## src/rtl/output_send_sched.sv

```systemverilog
// Layer-level scheduler for the output write-back path: issues one send command
// per output channel group and paces the groups on the send engine's busy handshake.
module output_send_sched #(
  parameter int unsigned ACK_TIMEOUT = 16,
  parameter int unsigned GRP_W       = 8
) (
  input  logic             CLK,
  input  logic             RSTL,
  input  logic             START,
  input  logic             POOL_MODE,
  input  logic [GRP_W-1:0] NUM_GROUPS,
  input  logic [15:0]      BASE_ADDR,
  input  logic [15:0]      ADDR_STRIDE,
  input  logic [5:0]       LAST_MASK,
  input  logic             module_busy,
  input  logic             OUTPUT_BUSY,
  output logic             OUTPUT_SEND,
  output logic             OUTPUT_SEND_POOL,
  output logic [GRP_W-1:0] COUNTER0,
  output logic [15:0]      WADDRX_I,
  output logic [5:0]       OUTPUT_EN_CTRL_I,
  output logic             SCHED_BUSY,
  output logic             DONE,
  output logic             ERR
);

  localparam int unsigned TO_W = $clog2(ACK_TIMEOUT + 1);

  typedef enum logic [2:0] {
    S_IDLE,
    S_WAIT_MOD,
    S_ISSUE,
    S_WAIT_ACK,
    S_WAIT_DONE,
    S_NEXT,
    S_FIN
  } state_t;

  state_t           r_state;
  state_t           w_state_nxt;

  logic             r_send,       w_send_nxt;
  logic             r_send_pool,  w_send_pool_nxt;
  logic [GRP_W-1:0] r_counter,    w_counter_nxt;
  logic [15:0]      r_waddr,      w_waddr_nxt;
  logic [5:0]       r_en,         w_en_nxt;
  logic             r_sched_busy, w_sched_busy_nxt;
  logic             r_done,       w_done_nxt;
  logic             r_err,        w_err_nxt;
  logic [TO_W-1:0]  r_to_cnt,     w_to_cnt_nxt;
  logic             r_pool,       w_pool_nxt;
  logic [GRP_W-1:0] r_num,        w_num_nxt;
  logic [15:0]      r_stride,     w_stride_nxt;
  logic [5:0]       r_last_mask,  w_last_mask_nxt;

  logic             w_last;
  logic [TO_W-1:0]  w_to_inc;
  logic             w_to_hit;

  assign w_last   = (r_counter == (r_num - GRP_W'(1)));
  assign w_to_inc = r_to_cnt + TO_W'(1);
  assign w_to_hit = (w_to_inc == TO_W'(ACK_TIMEOUT));

  always_ff @(posedge CLK or negedge RSTL) begin
    if (!RSTL) r_state <= S_IDLE;
    else       r_state <= w_state_nxt;
  end

  always_comb begin
    w_state_nxt = r_state;
    case (r_state)
      S_IDLE:      if (START) w_state_nxt = (NUM_GROUPS != '0) ? S_WAIT_MOD : S_FIN;
      S_WAIT_MOD:  if (!module_busy && !OUTPUT_BUSY) w_state_nxt = S_ISSUE;
      S_ISSUE:     w_state_nxt = S_WAIT_ACK;
      S_WAIT_ACK:  begin
        if (OUTPUT_BUSY)   w_state_nxt = S_WAIT_DONE;
        else if (w_to_hit) w_state_nxt = S_FIN;
      end
      S_WAIT_DONE: if (!OUTPUT_BUSY) w_state_nxt = S_NEXT;
      S_NEXT:      w_state_nxt = w_last ? S_FIN : S_WAIT_MOD;
      S_FIN:       w_state_nxt = S_IDLE;
      default:     w_state_nxt = S_IDLE;
    endcase
  end

  // Outputs are registered, so their next values are keyed on the transition
  // being taken: the send pulse lands in the ISSUE cycle, DONE in the cycle after FIN.
  always_comb begin
    w_send_nxt       = 1'b0;
    w_send_pool_nxt  = 1'b0;
    w_done_nxt       = (r_state == S_FIN);
    w_sched_busy_nxt = (w_state_nxt != S_IDLE);
    w_counter_nxt    = r_counter;
    w_waddr_nxt      = r_waddr;
    w_en_nxt         = r_en;
    w_err_nxt        = r_err;
    w_to_cnt_nxt     = r_to_cnt;
    w_pool_nxt       = r_pool;
    w_num_nxt        = r_num;
    w_stride_nxt     = r_stride;
    w_last_mask_nxt  = r_last_mask;
    case (r_state)
      S_IDLE: begin
        if (START) begin
          w_err_nxt = 1'b0;
          if (NUM_GROUPS != '0) begin
            w_pool_nxt      = POOL_MODE;
            w_num_nxt       = NUM_GROUPS;
            w_stride_nxt    = ADDR_STRIDE;
            w_last_mask_nxt = LAST_MASK;
            w_counter_nxt   = '0;
            w_waddr_nxt     = BASE_ADDR;
          end
        end
      end
      S_WAIT_MOD: begin
        if (w_state_nxt == S_ISSUE) begin
          w_send_nxt      = !r_pool;
          w_send_pool_nxt = r_pool;
          if (w_last) w_en_nxt = (r_last_mask == '0) ? 6'h3F : r_last_mask;
          else        w_en_nxt = 6'h3F;
        end
      end
      S_ISSUE: w_to_cnt_nxt = '0;
      S_WAIT_ACK: begin
        if (!OUTPUT_BUSY) begin
          w_to_cnt_nxt = w_to_inc;
          if (w_to_hit) w_err_nxt = 1'b1;
        end
      end
      S_NEXT: begin
        if (!w_last) begin
          w_counter_nxt = r_counter + GRP_W'(1);
          w_waddr_nxt   = r_waddr + r_stride;
        end
      end
      default: ;
    endcase
  end

  always_ff @(posedge CLK or negedge RSTL) begin
    if (!RSTL) begin
      r_send       <= 1'b0;
      r_send_pool  <= 1'b0;
      r_counter    <= '0;
      r_waddr      <= '0;
      r_en         <= '0;
      r_sched_busy <= 1'b0;
      r_done       <= 1'b0;
      r_err        <= 1'b0;
      r_to_cnt     <= '0;
      r_pool       <= 1'b0;
      r_num        <= '0;
      r_stride     <= '0;
      r_last_mask  <= '0;
    end else begin
      r_send       <= w_send_nxt;
      r_send_pool  <= w_send_pool_nxt;
      r_counter    <= w_counter_nxt;
      r_waddr      <= w_waddr_nxt;
      r_en         <= w_en_nxt;
      r_sched_busy <= w_sched_busy_nxt;
      r_done       <= w_done_nxt;
      r_err        <= w_err_nxt;
      r_to_cnt     <= w_to_cnt_nxt;
      r_pool       <= w_pool_nxt;
      r_num        <= w_num_nxt;
      r_stride     <= w_stride_nxt;
      r_last_mask  <= w_last_mask_nxt;
    end
  end

  assign OUTPUT_SEND      = r_send;
  assign OUTPUT_SEND_POOL = r_send_pool;
  assign COUNTER0         = r_counter;
  assign WADDRX_I         = r_waddr;
  assign OUTPUT_EN_CTRL_I = r_en;
  assign SCHED_BUSY       = r_sched_busy;
  assign DONE             = r_done;
  assign ERR              = r_err;

endmodule
```

## config.mk

```make
export PLATFORM = sky130hd
export DESIGN_NAME = output_send_sched
export DESIGN_NICKNAME = d
export VERILOG_FILES = /design/src/rtl/output_send_sched.sv
export SDC_FILE = /design/constraint.sdc
export NUM_CORES = 1
export LEC_CHECK = 0
export ABC_AREA = 1
export BUFFER_PORTS_ARGS = -buffer_cell sky130_fd_sc_hd__buf_2
export CELL_PAD_IN_SITES_DETAIL_PLACEMENT = 1
export CELL_PAD_IN_SITES_GLOBAL_PLACEMENT = 1
export CORE_AREA = 5 5 113 115
export DETAILED_ROUTE_END_ITERATION = 6
export DIE_AREA = 0 0 118 120
export GPL_TIMING_DRIVEN = 1
export PLACE_DENSITY_LB_ADDON = 0.12
export REMOVE_ABC_BUFFERS = 1
export SYNTH_ARGS = -nofsm -noshare
export SYNTH_HDL_FRONTEND = slang
export SYNTH_SLANG_ARGS = --single-unit
```

## constraint.sdc

```tcl
create_clock -name CLK -period 2.1 [get_ports CLK]
set_input_delay 0.42 -clock CLK [delete_from_list [all_inputs] [get_ports CLK]]
set_output_delay 0.42 -clock CLK [all_outputs]
set_load 0.005 [all_outputs]
```

---- Word level (Yosys, flattened, before mapping) ----
Cells that the tools add are included.
word-level totals
  bits in registers ....................... 74
  input bits .............................. 52
  output and inout bits ................... 35
  word-level logic and storage cells ...... 76
cells by class
  $add $sub $neg .......................... 4
  equality and inequality tests ........... 14
  mux-type cells .......................... 28
  reductions and logical operators ........ 16
operators with widths
  operator               number
  $mux W16               3
  $pmux W16 S2           1
  $mux W8                3
  $mux W3                7
  $pmux W3 S6            1
  $add A16 B16 Y16       1
  $pmux W8 S2            1
  $mux W6                2
  $ne A2 B2 Y1 const B   5
  $pmux W5 S2            1
  $eq A3 B2 Y1 const B   3
  $eq A3 B3 Y1 const B   3
  $add A8 B1 Y8 const B  1
  $eq A8 B8 Y1           1
  $reduce_and A4 Y1      2
  $reduce_bool A8 Y1     1
  $sub A8 B1 Y8 const B  1
  $mux W1                7
  $logic_not A6 Y1       1
  $reduce_bool A2 Y1     3
  $add A5 B1 Y5 const B  1
  $eq A5 B5 Y1 const B   1
  $mux W5                1
  $reduce_and A2 Y1      2
  7 further kinds        9

---- Longest topological paths before layout ----
Gate-level depths: netlist (run 1).
  word-level depth ........................ 8
  depth in mapped cells ................... 14
  depth with buffers taken out ............ 13

---- Worst setup path before layout (run 1) ----
OpenSTA, ideal clock, no wires.
  kind .................................... register -> register
  start point ............................. reg r_waddr[0], in the netlist WADDRX_I[0]
  end point ............................... reg r_waddr[8], in the netlist WADDRX_I[8]
  setup time .............................. 117 ps
  data arrival time ....................... 1649 ps
  required time ........................... 1983 ps
  path slack .............................. 335 ps
  cell stages (with the launch flop) ...... 14
  buffers on the path ..................... 0
  period minus slack after synthesis ...... 1765 ps
  cells stage by stage .................... dfrtp_1 ha_1 inv_1 fa_1 inv_1 nand3_1 nand3_1 nand2_1 nand2_1 or2_2 nand3_1 nand2_1 nand3_1 nand2_1
on the way
  word-level cells in the longest chain between the ends .. 3
RTL lines
  element                 line  text
  from (decl)             45    logic [15:0] r_waddr, w_waddr_nxt;
  from (signal assigned)  160   r_waddr <= w_waddr_nxt;
  $add A16 B16 Y16        134   w_waddr_nxt = r_waddr + r_stride;
  $mux W16                132   if (!w_last) begin
  $pmux W16 S2            102   case (r_state)
Every way passes these cells. The select of a mux whose other input is x is not followed.
A chain may end at the register's enable or synchronous reset.

---- Worst setup path after layout (run 1) ----
  start point ............................. reg r_num[0]
  end point ............................... reg r_waddr[12], in the netlist WADDRX_I[12]
on the way
  word-level cells in the longest chain between the ends .. 4
RTL lines
  element                      line  text
  from (decl)                  52    logic [GRP_W-1:0] r_num, w_num_nxt;
  from (signal assigned)       167   r_num <= w_num_nxt;
  $sub A8 B1 Y8                60    assign w_last = (r_counter == (r_num - GRP_W'(1)));
  $eq A8 B8 Y1                 60
  $ne A2 B2 Y1 (no line)       --
  $reduce_and A4 Y1 (no line)  --
Every way passes these cells.

==> flow_summary.yaml, run 1 <==
outcome:
  outcome: "complete, no violations"
routing:
  antenna_left: 0
  viasPerCell: 5.02
  wl_per_cell_microns: 15.7
  drc: 0
  num_vias: 4346
  first_pass_iters: 4
  drt_iter0_drc: 139
  postRouteWirelength_microns: 13600
placed_design:
  pre_cts_slack_ps: 30.1
  hpwl_microns: 9950
  post_dp_cell_area_sq_um: 5190
  gp_congestion: 0.866
  io_buffers: 86
power_and_ir_drop:
  power.density_nw_per_um2: 1620
  total_leakage_power_nw: 3.05
  ir_drop_mv: 0.697
yosys:
  synth_top_area_frac: 0.405
  synth_common_cells: "nand2_1, dfrtp_1, inv_1"
  yosysUniqueCellTypes: 36
  synth_area_sq_um: 4570
  async_reset_ff_frac: 1.00
  synthTopCellsByArea: "dfrtp_1, nand2_1, nand3_1, inv_1, ha_1"
  yosys.area.top_type: "dfrtp_1"
  synth_edf_count: 0
  synth_most_common_cell: "nand2_1"
  ys_seq_area_frac: 0.405
  synth_ff_type: "dfrtp_1"
  synth_cells: 613
  postSynthAreaPerCell_sq_um: 7.45
  yosysWarningCount: 0
  yosys_register_bits: 74
timing:
  period_share: 0.964
  rsz0062_at_grt: "true"
  tightest_slew_ps: 419
  setup_viol: 0
  drv_slew: 0
  setup_slack_ps: 74.8
  timing.fmax_mhz: 494
  fin_crit_ps: 2030
  clock_skew_ps: 9.33
  slew_headroom: 0.720
  hold_viol: 0
die:
  rows: 40
  core-area_sq_um: 11700
  die_w_microns: 118
  ioPinCount: 87
  die_y_microns: 120
  initial_core_util: 0.390
  die-area_sq_um: 14200
clock_tree:
  worstSkewPairLatency_ps: 340
  cts_buffers: 9
  cts_max_level: 3
  clk_pin_slew_ps: 70
  root_buffer: "clkbuf_16"
  cts_buffer_depth: 2
  cts_tree: "done"
  clock-sinks: 74
  hold_buffers: 0
min_path:
  min_path_type: "input port to async pin"
setup_path:
  crit_path_max_incr_delay_ps: 380
  path_delay_family: "simple AND/OR/NAND/NOR gates"
  path_max_fanout: 6
  endpoint_kind: "flip-flop"
  slowest_stage: "dfrtp_1"
  path_buf_inv: 2
  worstPathCellList: "inv_2 > ha_4 > xor2_1 > nand2_1 > nor2_2 > nand3_2 > nor2_4 > nand3_4 > clkbuf_16 > nand3_1 > nand2_1"
  cp.required_ps: 2330
  worstSetupPathType: "flip-flop to flip-flop"
  cp-start-kind: "flip-flop"
  cp.arrival_ps: 2260
  cpMostUsedCell: "nand2_1"
grt:
  overflow: 0
  grt_max_degree: 37
  grt_pass1_vias: 4611
  grt_pass1_wl_microns: 22100
  antenna_found_initial: 0
  grt_use_total: 0.192
final_layout:
  insertedDiodeCount: 0
  syn2layout_area_growth_pct: 24.4
  stdcell_area_sq_um: 5680
  num-fill-cells: 1503
  drive_above_1_share: 0.252
  layout.nets: 785
job:
  drv_cap: 0
power breakdown:
part	switching [mW]	internal, mW
Sequential	0.486	2.03
Clock	0.670	0.966
Combinational	3.08	1.94
final timing paths:
kind                                       from                        to  slack (ps)  cells after the start
max in group asynchronous                  RSTL  r_stride[12]$_DFFE_PN0P_        1460                      2
setup / recovery           r_num[0]$_DFFE_PN0P_  WADDRX_I[12]$_DFFE_PN0P_          70                     11
hold / removal                             RSTL   COUNTER0[5]$_DFFE_PN0P_           6                      1
min in group CLK                 ADDR_STRIDE[5]   r_stride[5]$_DFFE_PN0P_         310                      2
setup reg to reg           r_num[0]$_DFFE_PN0P_  WADDRX_I[12]$_DFFE_PN0P_          70                     11
hold reg to reg              r_pool$_DFFE_PN0P_     OUTPUT_SEND$_DFF_PN0_         450                      1
worst register-to-register path, cell delays in order (launching register included):
cell and delay [ps]:
dfrtp_1 380, inv_2 70, ha_4 260, xor2_1 140, nand2_1 80, nor2_2 120, nand3_2 90, nor2_4 160
nand3_4 220, clkbuf_16 250, nand3_1 80, nand2_1 50
area by class of cell:
class | instances | area (sq um) | area share
Clock inverter | 6 | 72.6 | 0.0128
Inverter | 79 | 297 | 0.0522
Sequential cell | 74 | 1850 | 0.326
Clock buffer | 10 | 239 | 0.0420
Multi-Input combinational cell | 447 | 2440 | 0.429
Timing Repair Buffer | 103 | 603 | 0.106
Tap cell | 147 | 184 | 0.0324
routing by layer:
layer  GRT usage  up-vias  routed length (microns)
li1            -     2154                        -
met1       0.248     2090                     6370
met2       0.320       84                     6310
met3      0.0410       18                      643
met4      0.0616        0                      266
met5           0        -                        0
sequential cells by signal, summed over array words and instances (netlist names):
signal	flops
r_num	8
r_last_mask	6
WADDRX_I	16
r_to_cnt	5
OUTPUT_SEND_POOL	1
DONE	1
COUNTER0	8
r_state	3
SCHED_BUSY	1
OUTPUT_SEND	1
r_stride	16
ERR	1
OUTPUT_EN_CTRL_I	6
r_pool	1
cells in the final DEF (no fill, tap or decap), types with 3 or more instances in the layout:
| cell type | instances |
|---|---|
| a21oi_1 | 28 |
| nor3_1 | 6 |
| nand3_1 | 53 |
| nor2_1 | 40 |
| mux2i_1 | 3 |
| mux2_2 | 15 |
| o21ai_0 | 19 |
| inv_2 | 11 |
| nor2_2 | 5 |
| o21ai_1 | 14 |
| or2_2 | 6 |
| xor2_1 | 8 |
| xnor2_1 | 5 |
| clkbuf_16 | 10 |
| nand2_1 | 190 |
| buf_4 | 15 |
| buf_2 | 85 |
| dfrtp_1 | 74 |
| ha_1 | 15 |
| nand2_2 | 6 |
| nand3_2 | 5 |
| nand4_1 | 7 |
| inv_1 | 66 |
| nand3b_1 | 3 |
what timing repair did:
| item | in CTS | in global routing |
|---|---|---|
| endpoints found under the setup margin | 1 | 32 |
| buffers inserted | 0 | 5 |
| pin swaps | 0 | 12 |
| gates cloned | 0 | 3 |
| gates resized for setup | 1 | 24 |
through the flow:
stage / total power [mW] / cells / util / hold slack (ps) / setup TNS, ps
6_report: 9.18 / 866 / 0.485 / 6.45 / 0
5_1_grt: 10.1 / 866 / 0.485 / 39.5 / -156
4_1_cts: 8.96 / 858 / 0.471 / 27.1 / 0
3_5_place_dp: 7.24 / 842 / 0.443 / 397 / 0
3_3_place_gp: 7.02 / 842 / 0.443 / 401 / 0
2_1_floorplan: 5.75 / 598 / - / 124 / -2.85
logic make-up (layout without fill, tap and decap cells):
logic type      count (synthesis)  in the layout  share of synthesized area
simple gates                  330            332                      0.315
buf+inv                        94            198                     0.0844
compound gates                 65             65                     0.0734
flops                          74             74                      0.405
fa+ha+maj                      19             19                     0.0537
xor+xnor                       13             13                     0.0249
mux                            18             18                     0.0435
No activity file was read; power rests on OpenSTA's default activity.
==> run 2, diff against run 1 <==
- CORE_AREA: 5 5 113 115 -> 5 5 108 121
- DIE_AREA: 0 0 118 120 -> 0 0 113 126
- PLACE_DENSITY: not set -> 0.89
- PLACE_DENSITY_LB_ADDON: 0.12 -> not set
==> run 2 against run 1 <==
Flip-flop and latch count unchanged. Die area up 0.55%. Critical path depth unchanged. Sequential share of layout area up 0.19 points. Critical path type unchanged. Via count up 3.4%. The flow now finishes with violations (negative setup slack). First-iteration DRC count up 37%. Critical endpoint is now WADDRX_I[13]$_DFFE_PN0P_.
==> flow_summary.yaml, run 2 (synthesis gave the netlist of run 1 again) <==
final_layout:
  insertedDiodeCount: 0
  drive_above_1_share: 0.244
  stdcell_area_sq_um: 5650
  final_common_cell: "nand2_1"
  layout.cells.most_common_list: "nand2_1, buf_2, dfrtp_1"
  utilization: 0.482
  layout.nets: 784
  syn2layout_area_growth_pct: 23.7
routing:
  wl_per_cell_microns: 16.6
  num_vias: 4495
  first_pass_iters: 4
  drc: 0
  postRouteWirelength_microns: 14500
  viasPerCell: 5.15
  antenna_left: 0
  drt_iter0_drc: 190
setup_path:
  rrSetupSlack_ps: -20
  worstSetupPathType: "flip-flop to flip-flop"
  path_buf_inv: 2
  cp-start-kind: "flip-flop"
  r2r_cells: 11
  path_delay_family: "simple AND/OR/NAND/NOR gates"
  path_max_fanout: 6
  cp_num_cells: 11
  cp.arrival_ps: 2350
  crit_path_max_incr_delay_ps: 400
  slowest_stage: "dfrtp_1"
  endpoint_kind: "flip-flop"
  worstPathCellList: "inv_2 > ha_4 > xor2_1 > nand2_1 > nor2_2 > nand3_2 > nor2_4 > nand3_4 > clkbuf_16 > nand3_1 > nand2_1"
  cp.required_ps: 2330
  cpMostUsedCell: "nand2_1"
die:
  rows: 42
  initial_core_util: 0.390
  ioPinCount: 87
  die-area_sq_um: 14200
  die_y_microns: 126
  die_w_microns: 113
  core-area_sq_um: 11700
grt:
  grt_pass1_vias: 4695
  overflow: 0
  grt_pass1_wl_microns: 22100
  antenna_found_initial: 0
  grt_max_degree: 46
  grt_use_total: 0.191
placed_design:
  io_buffers: 86
  post_dp_cell_area_sq_um: 5170
  hpwl_microns: 10300
  pre_cts_slack_ps: -97.9
  gp_congestion: 0.841
timing:
  hold_viol: 0
  setup_slack_ps: -22.9
  drv_slew: 0
  setup_viol: 6
  tightest_slew_ps: 600
  clock_skew_ps: 9.62
  rsz0062_at_grt: "true"
  hold_slack_ps: 83.1
  timing.fmax_mhz: 471
  slew_headroom: 0.600
  period_share: 1.01
  fin_crit_ps: 2120
power_and_ir_drop:
  power.density_nw_per_um2: 1650
  total_leakage_power_nw: 3.04
  ir_drop_mv: 0.527
  power_mw: 9.32
outcome:
  outcome: "finished, violations left"
  violations: "negative setup slack"
clock_tree:
  worstSkewPairLatency_ps: 350
  clk_pin_slew_ps: 70
  cts_buffer_depth: 2
  cts_tree: "done"
  hold_buffers: 0
  cts_max_level: 3
  cts_buffers: 9
  clock-sinks: 74
  root_buffer: "clkbuf_16"
min_path:
  min_path_type: "input port to async pin"
job:
  drv_cap: 0
-- run 2: changes by cell type in the layout (fill, tap and decap cells not counted), moves of 2 or more --
cell	before	now
nand3_1	53	56
nand3_2	5	2
nand2_1	190	192
nand2_2	6	4
-- run 2: worst paths after layout --
path	from	endpoint
max reg2reg	r_num[1]$_DFFE_PN0P_	WADDRX_I[13]$_DFFE_PN0P_
max	r_num[1]$_DFFE_PN0P_	WADDRX_I[13]$_DFFE_PN0P_
min reg2reg	r_pool$_DFFE_PN0P_	OUTPUT_SEND$_DFF_PN0_
min in group CLK	ADDR_STRIDE[3]	r_stride[3]$_DFFE_PN0P_
min	RSTL	r_stride[2]$_DFFE_PN0P_
max in group asynchronous	RSTL	r_to_cnt[1]$_DFFE_PN0P_
-- run 2: repair_timing --
action / CTS / global route
hold endpoints to repair: 0 / 0
resized for setup: 3 / 19
pin swaps: 0 / 7
setup endpoints to repair: 13 / 32
setup buffers: 0 / 7
cloned: 0 / 2
-- run 2: layout make-up --
type / count / area, sq um
clock buffers: 10 / 239
clock inverters: 6 / 72.6
fillers: 1501 / 6070
inverters: 79 / 297
multi-input cells: 446 / 2410
flip-flops and latches: 74 / 1850
well taps: 154 / 193
repair buffers: 103 / 591
-- run 2: where the power goes --
part	internal (mW)	switching [mW]	leakage (nW)
clock	0.965	0.650	0.150
sequential	2.04	0.489	0.910
combinational	1.95	3.23	1.98
-- run 2: per-stage QoR --
stage | instances | TNS [ps]
finish | 872 | -56.8
global route | 872 | -2490
CTS | 863 | -1.18
detailed placement | 847 | -682
global placement | 847 | 0
floorplan | 598 | -2.85
-- run 2: routing by layer --
layer | global-route usage | up-vias | share of wire
met1 | 0.222 | 2202 | 0.41
met4 | 0.0665 | 0 | 0.018
li1 | - | 2164 | -
met2 | 0.346 | 102 | 0.53
met3 | 0.0369 | 27 | 0.045
met5 | 0 | - | 0
-- run 2: worst register-to-register path, cell delays in order (launching register included) --
cell and delay (ps):
dfrtp_1 400, inv_2 70, ha_4 270, xor2_1 180, nand2_1 110, nor2_2 140, nand3_2 100, nor2_4 160
nand3_4 190, clkbuf_16 230, nand3_1 90, nand2_1 60
